## src/rtl/async_fifo_write_arbiter.sv

```systemverilog
// Write-domain arbiter sharing the single async_fifo write port among NREQ
// producers. Round-robin winner selection, bursts bounded to MAX_BURST beats,
// and beats are only issued while the FIFO reports not-full.
//
// state   | meaning
// --------+------------------------------------------------------------
// S_IDLE  | no owner; choose the next valid requester after last_owner
// S_GRANT | owner streams beats until burst limit or it drops valid
module async_fifo_write_arbiter #(
    parameter int BITS      = 32,
    parameter int NREQ      = 4,
    parameter int MAX_BURST = 4
) (
    input  logic                    write_clk,
    input  logic                    write_rst_n,
    input  logic [NREQ-1:0]         p_req_valid,
    input  logic [NREQ*BITS-1:0]    p_req_data,
    output logic [NREQ-1:0]         p_req_ready,
    output logic                    p_write_en,
    output logic [BITS-1:0]         p_write_data,
    input  logic                    p_write_full,
    output logic [$clog2(NREQ)-1:0] p_grant_id,
    output logic                    p_busy
);

    localparam int IDW  = $clog2(NREQ);
    localparam int CNTW = $clog2(MAX_BURST + 1);

    typedef enum logic {
        S_IDLE  = 1'b0,
        S_GRANT = 1'b1
    } state_t;

    state_t          state_q;
    logic [IDW-1:0]  owner_q;
    logic [IDW-1:0]  last_owner_q;
    logic [CNTW-1:0] beat_cnt_q;

    logic [CNTW-1:0] beat_cnt_d;
    logic            in_grant;
    logic            owner_valid;
    logic            beat;
    logic            burst_done;

    logic [IDW-1:0]  cand;
    logic [IDW-1:0]  winner;
    logic            winner_found;

    logic [BITS-1:0] req_data_arr [NREQ];

    for (genvar g = 0; g < NREQ; g++) begin : g_unpack
        assign req_data_arr[g] = p_req_data[g*BITS +: BITS];
    end

    assign in_grant    = (state_q == S_GRANT);
    assign owner_valid = p_req_valid[owner_q];
    // A beat needs an owner holding valid and room in the FIFO; full wins.
    assign beat        = in_grant & owner_valid & ~p_write_full;
    assign beat_cnt_d  = beat_cnt_q + CNTW'(1);
    assign burst_done  = (beat_cnt_d == CNTW'(MAX_BURST));

    assign p_write_en   = beat;
    assign p_req_ready  = beat ? (NREQ'(1) << owner_q) : '0;
    assign p_write_data = in_grant ? req_data_arr[owner_q] : '0;
    assign p_busy       = in_grant;
    assign p_grant_id   = owner_q;

    // Round-robin search: first valid index starting just after last_owner.
    always_comb begin
        winner       = '0;
        winner_found = 1'b0;
        cand         = '0;
        for (int k = 1; k <= NREQ; k++) begin
            cand = IDW'((int'(last_owner_q) + k) % NREQ);
            if (!winner_found && p_req_valid[cand]) begin
                winner       = cand;
                winner_found = 1'b1;
            end
        end
    end

    // Arbitration FSM with owner, fairness pointer and burst counter.
    always_ff @(posedge write_clk or negedge write_rst_n) begin
        if (!write_rst_n) begin
            state_q      <= S_IDLE;
            owner_q      <= '0;
            last_owner_q <= IDW'(NREQ - 1);
            beat_cnt_q   <= '0;
        end else begin
            case (state_q)
                S_IDLE: begin
                    if (winner_found) begin
                        owner_q    <= winner;
                        beat_cnt_q <= '0;
                        state_q    <= S_GRANT;
                    end
                end
                S_GRANT: begin
                    if (!owner_valid) begin
                        // Owner released early; full is irrelevant here.
                        state_q      <= S_IDLE;
                        last_owner_q <= owner_q;
                    end else if (beat) begin
                        beat_cnt_q <= beat_cnt_d;
                        if (burst_done) begin
                            state_q      <= S_IDLE;
                            last_owner_q <= owner_q;
                        end
                    end
                    // Otherwise backpressured: hold owner and count.
                end
                default: begin
                    state_q <= S_IDLE;
                end
            endcase
        end
    end

endmodule

```

## config.mk

```make
export PLATFORM = sky130hd
export DESIGN_NAME = async_fifo_write_arbiter
export DESIGN_NICKNAME = d
export VERILOG_FILES = /design/src/rtl/async_fifo_write_arbiter.sv
export SDC_FILE = /design/constraint.sdc
export NUM_CORES = 1
export LEC_CHECK = 0
export BUFFER_PORTS_ARGS = -buffer_cell sky130_fd_sc_hd__buf_2
export CORE_MARGIN = 2
export CORE_UTILIZATION = 35
export CTS_CLUSTER_SIZE = 20
export DETAILED_ROUTE_END_ITERATION = 7
export PLACE_DENSITY = 0.88
export RECOVER_POWER = 100
export SLEW_MARGIN = 20
export SYNTH_ARGS = -nofsm -noshare
export SYNTH_HDL_FRONTEND = slang
export SYNTH_SLANG_ARGS = --single-unit
export TNS_END_PERCENT = 5
```

## constraint.sdc

```tcl
create_clock -name write_clk -period 5.35 [get_ports write_clk]
set_clock_uncertainty 0.2 [all_clocks]
set_input_delay 0.8025 -clock write_clk [delete_from_list [all_inputs] [get_ports write_clk]]
set_output_delay 0.8025 -clock write_clk [all_outputs]
set_load 0.05 [all_outputs]
```

==> impl_metrics.yaml, run 1 <==
status:
  status: "finished, final reports clean"
layout:
  n_fill_cell: 441
  nets: 434
  multi_input_area_um2: 1230
  seq_area_um2: 203
  final_util_pct: 55.5
  finalNonFillerCells: 348
  mostFrequentLayoutCell: "buf_2"
  fin_area_um2: 2380
  drive_gt1_share_pct: 59.1
  area_growth_pct: 54.8
  mostFrequentLayoutCells: "buf_2 (134), clkbuf_1 (42), mux4_2 (32), and2_1 (32), dfrtp_1 (6)"
  diodes: 0
critical_path:
  cp_slowest_cell: "clkbuf_1"
  timing.rr.end: "beat_cnt_q[2]"
  cpMostUsedCell: "clkbuf_1"
  cp_cell_sequence: "clkbuf_1 -> mux4_2 -> and2_1 -> clkbuf_1"
  cp.required_ns: 4.35
  crit_fanout: 25
  cp-start-kind: "flip-flop"
  crit_arrival_ns: 3.01
  endpoint_kind: "primary output"
  r2r_cells: 4
  critPathKind: "reg2out"
  rr_startpoint: "p_busy"
  crit_path_max_incr_delay_ns: 1.01
  worst-r2r-setup-slack_ns: 2.70
run:
  drv_cap: 0
floorplanning:
  io_pins: 175
  die-height_um: 70.3
  die_area_um2: 4950
  initial_core_util_pct: 35.9
  coreArea_um2: 4290
  placementRows: 24
  die_w_um: 70.3
logic_synthesis:
  ys_seq_area_share_pct: 13.2
  syn_inst: 129
  synth_area_um2: 1540
  avgSynthCellArea_um2: 11.9
  ys_ff_latch: 8
  synth-warning-count: 0
  synth_fp_nets: 266
  synth.distinct_cells: 34
power_and_ir_drop:
  p_leak_nw: 1.10
  p_per_area_nw_per_um2: 644
  ir_worst_vdd_uv: 299
  power_mw: 1.53
global_routing:
  grt_max_degree: 43
  groute.usage.overall_pct: 21.7
  grt-ovfl-total: 0
  grt_pass1_vias: 1878
  grt_pass1_wl_um: 8410
  antenna_found_initial: 0
route:
  viasPerCell: 5.20
  wl_per_cell_um: 15.9
  drt_iter0_drc: 36
  finalWirelength_um: 5520
  drt_first_pass_iters: 4
  drc_errors: 0
  vias: 1810
  ant_nets: 0
clocking:
  clk_latency_ns: 0.23
  h-tree-depth: 1
  clockBufferDepth: 2
  cts_root_buf: "clkbuf_8"
  cts_resized: 0
  cts_tree: "yes"
  clkTransAtPathRegs_ns: 0.04
  clock_sinks: 8
  cts_made_buffers: 3
  postCtsSetupBuffers: 0
  hold_buffers: 0
timing:
  finalSetupViolations: 0
  maxSlewViolCount: 0
  fmax_mhz: 249
  tightest_slew_ns: 1.28
  period_needed_ns: 4.01
  max_slew_margin_pct: 14.8
  rsz0062_at_grt: "false"
  hold_violations: 0
  finalSetupTns_ns: 0
  fin_crit_sh_pct: 75.0
worst_hold_path:
  hp-class: "reg2reg"
  worstHoldStart: "beat_cnt_q[2]"
  hold_path_end: "beat_cnt_q[2]"
  whs_path_depth: 1
place:
  place_area_um2: 2420
  hpwl_um: 4790
  io_buffers: 174
  gp_congestion: 0.864
  dp_cells: 344
## routing by layer
metal | routed length [um] | track usage, %
met3 | 433 | 4.62
met5 | 0 | 0
met1 | 1960 | 21.6
met4 | 87 | 6.20
met2 | 3040 | 43.9
## per-stage QoR
step / setup WS, ns / hold slack [ns]
finish: 1.34 / 0.284
global route: 1.16 / 0.310
CTS: 1.99 / 0.211
detailed placement: 2.24 / 0.285
global placement: 2.26 / 0.278
floorplan: 1.95 / 0.269
## power breakdown
| part | internal (mW) | switching, mW | leakage (nW) | total (mW) |
|---|---|---|---|---|
| sequential | 0.0914 | 0.103 | 0.0952 | 0.195 |
| combinational | 0.440 | 0.825 | 0.987 | 1.26 |
| clock | 0.0516 | 0.0234 | 0.0228 | 0.0750 |
| total | 0.583 | 0.951 | 1.10 | 1.53 |
## cell usage after synthesis, drive strengths merged
| master | count | area (um^2) |
|---|---|---|
| mux4 | 32 | 721 |
| mux2i | 4 | 47.6 |
| o22ai | 1 | 20.0 |
| a32oi | 1 | 8.76 |
| nor3 | 2 | 10.0 |
| o21ai | 4 | 20.0 |
| a21bo | 1 | 10.0 |
| nor2b | 1 | 6.26 |
| clkbuf | 6 | 22.5 |
| dfrtp | 6 | 150 |
| mux2 | 3 | 41.3 |
| nor3b | 2 | 15.0 |
| nor2 | 4 | 15.0 |
| and2 | 32 | 200 |
| nand2 | 3 | 11.3 |
| a221oi | 1 | 8.76 |
| buf | 7 | 52.5 |
| or3b | 1 | 11.3 |
| a31o | 1 | 8.76 |
| o21a | 2 | 15.0 |
| nand3b | 1 | 7.51 |
| ha | 2 | 25.0 |
| dfstp | 2 | 52.6 |
| inv | 1 | 3.75 |
| o31ai | 1 | 7.51 |
| nor4 | 1 | 6.26 |
| xor2 | 1 | 8.76 |
| nand2b | 2 | 12.5 |
| a31oi | 1 | 6.26 |
| a21oi | 3 | 15.0 |
## final cells by class
type | instances | area share (%)
Clock buffer | 4 | 1.89
Inverter | 1 | 0.157
Multi-Input combinational cell | 107 | 51.8
Sequential cell | 8 | 8.50
Tap cell | 52 | 2.73
Timing Repair Buffer | 176 | 34.9
## worst max-delay path: cells and delay by family, from the launching register on
kind	cells	cell delay (ns)
AND/OR/NAND/NOR	1	0.13
flip-flops	1	0.76
multiplexers	1	0.40
buffers and inverters	2	1.50
## worst max path at each step
stage | startpoint | to | slack (ns) | cells after the start
after detailed placement | p_grant_id[0] | p_write_data[28] | 2.24 | 4
final | p_grant_id[1] | p_write_data[28] | 1.34 | 4
after floorplan | p_grant_id[1] | p_req_ready[2] | 1.95 | 3
after CTS | p_grant_id[0] | p_write_data[1] | 1.99 | 4
after global routing | p_grant_id[1] | p_write_data[26] | 1.16 | 4
after global placement | p_grant_id[0] | p_write_data[1] | 2.26 | 4
## registers in the layout, indices dropped and copies added, names as in the netlist
name          count
beat_cnt_q        3
last_owner_q      2
p_grant_id        2
p_busy            1
## cell families (layout without fill, tap and decap cells)
family          after synthesis  in the layout  synth area share (%)
xor+xnor                      1              1                 0.569
mux                          39             39                  52.6
flops                         8              8                  13.2
compound gates               16             16                  7.80
buf+inv                      14            181                  5.12
simple gates                 49             49                  19.2
fa+ha+maj                     2              2                  1.62
No activity file was read; power rests on OpenSTA's default activity.
==> run 2: changes to the inputs <==
clock period = 4.1 ns   (was 5.35 ns; I/O delays follow)
==> run 2 against run 1 <==
  * Critical path depth is the same
  * Critical path type unchanged
  * Largest power group unchanged
  * Clock power rose by 33%
  * Global-route usage fell by 0.78 points
  * First-iteration DRC count up 31%
  * Power rose by 32%
  * Via count up 2.3%
  * Sequential share of layout area grew 0.072 points
  * Sequential cell count unchanged
==> impl_metrics.yaml, run 2 (synthesized netlist as in run 1, its figures left out) <==
clocking:
  h-tree-depth: 1
  cts_made_buffers: 3
  clkTransAtPathRegs_ns: 0.04
  clockBufferDepth: 2
  cts_tree: "yes"
  clk_latency_ns: 0.23
  cts_resized: 0
  cts_root_buf: "clkbuf_8"
  hold_buffers: 0
  postCtsSetupBuffers: 0
  clock_sinks: 8
timing:
  tightest_slew_ns: 1.14
  finalSetupViolations: 0
  finalSetupTns_ns: 0
  rsz0062_at_grt: "false"
  period_needed_ns: 3.44
  max_slew_margin_pct: 24.3
  fmax_mhz: 291
  fin_crit_sh_pct: 83.9
  hold_violations: 0
  maxSlewViolCount: 0
  finalHoldWorstSlack_ns: 0.103
critical_path:
  critPathKind: "reg2out"
  startpoint: "p_grant_id[1]"
  crit_path_max_incr_delay_ns: 0.88
  cp.required_ns: 3.28
  endpoint_kind: "primary output"
  cp_slowest_cell: "clkbuf_1"
  crit_fanout: 21
  r2r_cells: 4
  cp_cell_sequence: "clkbuf_1 -> mux4_2 -> and2_1 -> clkbuf_1"
  rr_startpoint: "p_grant_id[0]"
  cpMostUsedCell: "clkbuf_1"
  cp-start-kind: "flip-flop"
  crit_arrival_ns: 2.62
layout:
  nets: 435
  area_growth_pct: 56.3
  mostFrequentLayoutCell: "buf_2"
  drive_gt1_share_pct: 62.3
  mostFrequentLayoutCells: "buf_2 (141), clkbuf_1 (35), mux4_2 (32), and2_1 (32), dfrtp_1 (5)"
  diodes: 0
  largest_reg_flops: 3
  regMostFlops: "beat_cnt_q"
  n_fill_cell: 397
route:
  viasPerCell: 5.30
  finalWirelength_um: 5350
  ant_nets: 0
  vias: 1851
  wl_per_cell_um: 15.3
  drt_iter0_drc: 47
  drc_errors: 0
  drt_first_pass_iters: 4
floorplanning:
  die-height_um: 70.3
  initial_core_util_pct: 35.9
  placementRows: 24
  io_pins: 175
  die_area_um2: 4950
  die_w_um: 70.3
  coreArea_um2: 4290
run:
  drv_cap: 0
place:
  gp_congestion: 0.872
  hpwl_um: 4460
  io_buffers: 174
global_routing:
  grt_max_degree: 40
  grt_use_met1_pct: 22.8
  use_met2_pct: 39.0
  grt-ovfl-total: 0
  busiest_layer: "met2"
  grt.met3_usage_pct: 6.20
  antenna_found_initial: 0
  grt_pass1_wl_um: 8290
  grt_pass1_vias: 1808
  groute.usage.overall_pct: 20.9
status:
  status: "finished, final reports clean"
power_and_ir_drop:
  p_per_area_nw_per_um2: 843
  ir_worst_vdd_uv: 444
  p_leak_nw: 1.14
worst_hold_path:
  hp-class: "in2async"
==> run 2: stage by stage <==
stage	utilization, %	setup WS (ns)	area, um^2	std cells	power [mW]
finish	56.1	0.661	2410	349	2.03
detailed placement	56.5	1.14	2420	345	2.00
floorplan	-	0.892	1540	129	1.66
global placement	56.5	1.15	2420	345	1.97
global route	56.1	0.552	2410	349	2.15
CTS	57.5	0.896	2470	349	2.11
==> run 2: critical path, delay by kind of cell (launching register included) <==
| kind | cells | cell delay [ns] |
|---|---|---|
| multiplexers | 1 | 0.36 |
| flip-flops | 1 | 0.51 |
| buffers and inverters | 2 | 1.38 |
| AND/OR/NAND/NOR | 1 | 0.12 |
==> run 2: final cells by class <==
cell class,instances,area [um^2],share of cell area (%)
multi-input cells,107,1240,51.5
repair buffers,177,848,35.2
flip-flops and latches,8,206,8.58
well taps,52,65.1,2.70
clock buffers,4,45.0,1.87
inverters,1,3.75,0.156
==> run 2: path summary, 6_finish.rpt <==
kind,end,slack [ns]
max,p_write_data[26],0.66
min,beat_cnt_q[1],0.10
max reg2reg,beat_cnt_q[2],1.64
min reg2reg,beat_cnt_q[2],0.31
max in group asynchronous,p_grant_id[0],3.25
min in group write_clk,beat_cnt_q[2],0.31
==> run 2: metal layers <==
layer	up-vias	part of all wire [%]
met5	-	0
met4	0	1.8
met3	10	10
met2	116	52
met1	875	36
li1	850	-
==> run 2: report_power, final <==
part	leakage, nW	switching, mW	internal (mW)
clock network	0.0228	0.0321	0.0675
registers	0.0945	0.136	0.123
logic	1.02	1.08	0.592
==> run 3: changes to the inputs <==
CORE_UTILIZATION = 31   (was 35)
PLACE_DENSITY = 0.83   (was 0.88)
clock period = 3.03 ns   (was 4.1 ns; I/O delays follow)
==> run 3 against run 2 <==
  * Worst setup slack worse by 0.38 ns
  * Design area grew 2.9%
  * Die area grew 12%
  * Highest routed layer unchanged
==> impl_metrics.yaml, run 3 (synthesized netlist as in run 1, its figures left out) <==
timing:
  tightest_slew_ns: 0.630
  hold_violations: 0
  rsz0062_at_grt: "false"
  fin_crit_sh_pct: 90.6
  fmax_mhz: 364
  maxSlewViolCount: 0
  finalSetupViolations: 0
  max_slew_margin_pct: 58.2
  period_needed_ns: 2.75
  finalSetupTns_ns: 0
critical_path:
  crit_path_max_incr_delay_ns: 0.56
  worst-r2r-setup-slack_ns: 0.82
  cp_num_buf_inv: 2
  cp_cell_sequence: "clkbuf_2 -> mux4_2 -> and2_1 -> buf_2"
  cp_slowest_cell: "dfrtp_2"
  rr_startpoint: "p_grant_id[0]"
  cp-start-kind: "flip-flop"
  critPathKind: "reg2out"
  startpoint: "p_grant_id[0]"
  crit_fanout: 13
  cp.required_ns: 2.38
  timing.rr.end: "beat_cnt_q[2]"
  crit_arrival_ns: 2.09
  r2r_cells: 4
  path_depth: 4
  endpoint_kind: "primary output"
  crit_family: "flip-flops"
  endpoint: "p_write_data[0]"
floorplanning:
  die_w_um: 74.5
  die_area_um2: 5550
  io_pins: 175
  initial_core_util_pct: 32.4
  coreArea_um2: 4750
  die-height_um: 74.5
  placementRows: 25
layout:
  area_growth_pct: 60.8
  mostFrequentLayoutCells: "buf_2 (138), mux4_2 (32), and2_1 (32), clkbuf_1 (27), clkbuf_2 (11)"
  nets: 439
  mostFrequentLayoutCell: "buf_2"
  drive_gt1_share_pct: 64.8
  regMostFlops: "beat_cnt_q"
  diodes: 0
  fin_area_um2: 2480
  largest_reg_flops: 3
route:
  finalWirelength_um: 5830
  ant_nets: 0
  viasPerCell: 5.06
  drc_errors: 0
  vias: 1863
  drt_iter0_drc: 48
  drt_first_pass_iters: 4
  wl_per_cell_um: 15.8
clocking:
  clkTransAtPathRegs_ns: 0.04
  cts_root_buf: "clkbuf_8"
  cts_made_buffers: 3
  cts_tree: "yes"
  clock_sinks: 8
  clk_latency_ns: 0.23
  clockBufferDepth: 2
  h-tree-depth: 1
  cts_resized: 0
place:
  io_buffers: 174
  gp_congestion: 0.828
  place_area_um2: 2480
  hpwl_um: 4960
power_and_ir_drop:
  p_leak_nw: 1.18
  power_mw: 2.81
  ir_worst_vdd_uv: 491
  p_per_area_nw_per_um2: 1140
global_routing:
  grt_pass1_wl_um: 8310
  groute.usage.overall_pct: 19.7
  grt-ovfl-total: 0
  antenna_found_initial: 0
  grt_pass1_vias: 1801
  grt_max_degree: 25
run:
  drv_cap: 0
worst_hold_path:
  worstHoldStart: "beat_cnt_q[2]"
  hp-class: "reg2reg"
status:
  status: "finished, final reports clean"
[run 3: changes by cell type in the layout (fill, tap and decap cells not counted), sizes merged]
cell         before  now
dlygate4sd3       0    1
clkbuf           38   41
[run 3: worst min-delay path by stage]
| stage | to | slack, ns | cells past startpoint |
|---|---|---|---|
| after floorplan | beat_cnt_q[0] | -0.04 | 0 |
| after global placement | beat_cnt_q[0] | 0.10 | 1 |
| after detailed placement | beat_cnt_q[0] | 0.11 | 1 |
| after CTS | beat_cnt_q[2] | 0.29 | 1 |
| after global routing | beat_cnt_q[2] | 0.33 | 1 |
| final | beat_cnt_q[2] | 0.29 | 1 |
[run 3: power by group]
part	internal [mW]	total [mW]	switching, mW
Sequential	0.165	0.240	0.0749
Clock	0.0915	0.137	0.0459
Combinational	0.843	2.44	1.59
Total	1.10	2.81	1.71
[run 3: metal layers]
| layer | track usage [%] | vias up | share of wire (%) |
|---|---|---|---|
| met4 | 7.74 | 0 | 2.4 |
| met2 | 35.8 | 111 | 52 |
| met5 | 0 | - | 0 |
| met3 | 6.23 | 16 | 9.5 |
| met1 | 21.0 | 877 | 36 |
| li1 | - | 859 | - |
[run 3: final cells by class]
| type | instances | area, um^2 |
|---|---|---|
| inverter | 1 | 3.75 |
| multi-input combinational | 107 | 1240 |
| timing repair buffer | 181 | 903 |
| clock buffer | 4 | 45.0 |
| tap | 67 | 83.8 |
| fill | 466 | 2280 |
| sequential | 8 | 204 |
[run 3: metrics by stage]
| stage | setup WS, ns | util (%) | instances | hold slack (ns) |
|---|---|---|---|---|
| 2_1_floorplan | -0.0171 | - | 129 | -0.0411 |
| 3_3_place_gp | 0.657 | 52.2 | 363 | 0.100 |
| 3_5_place_dp | 0.609 | 52.2 | 363 | 0.107 |
| 4_1_cts | 0.361 | 53.4 | 368 | 0.289 |
| 5_1_grt | 0.149 | 52.1 | 368 | 0.329 |
| 6_report | 0.284 | 52.1 | 368 | 0.286 |
[run 3: timing repair]
| item | 4_1_cts | 5_1_grt |
|---|---|---|
| hold endpoints to repair | 6 | 0 |
| endpoints found under the setup margin | 0 | 0 |
| hold buffers | 1 | 0 |
| setup buffers | 0 | 0 |
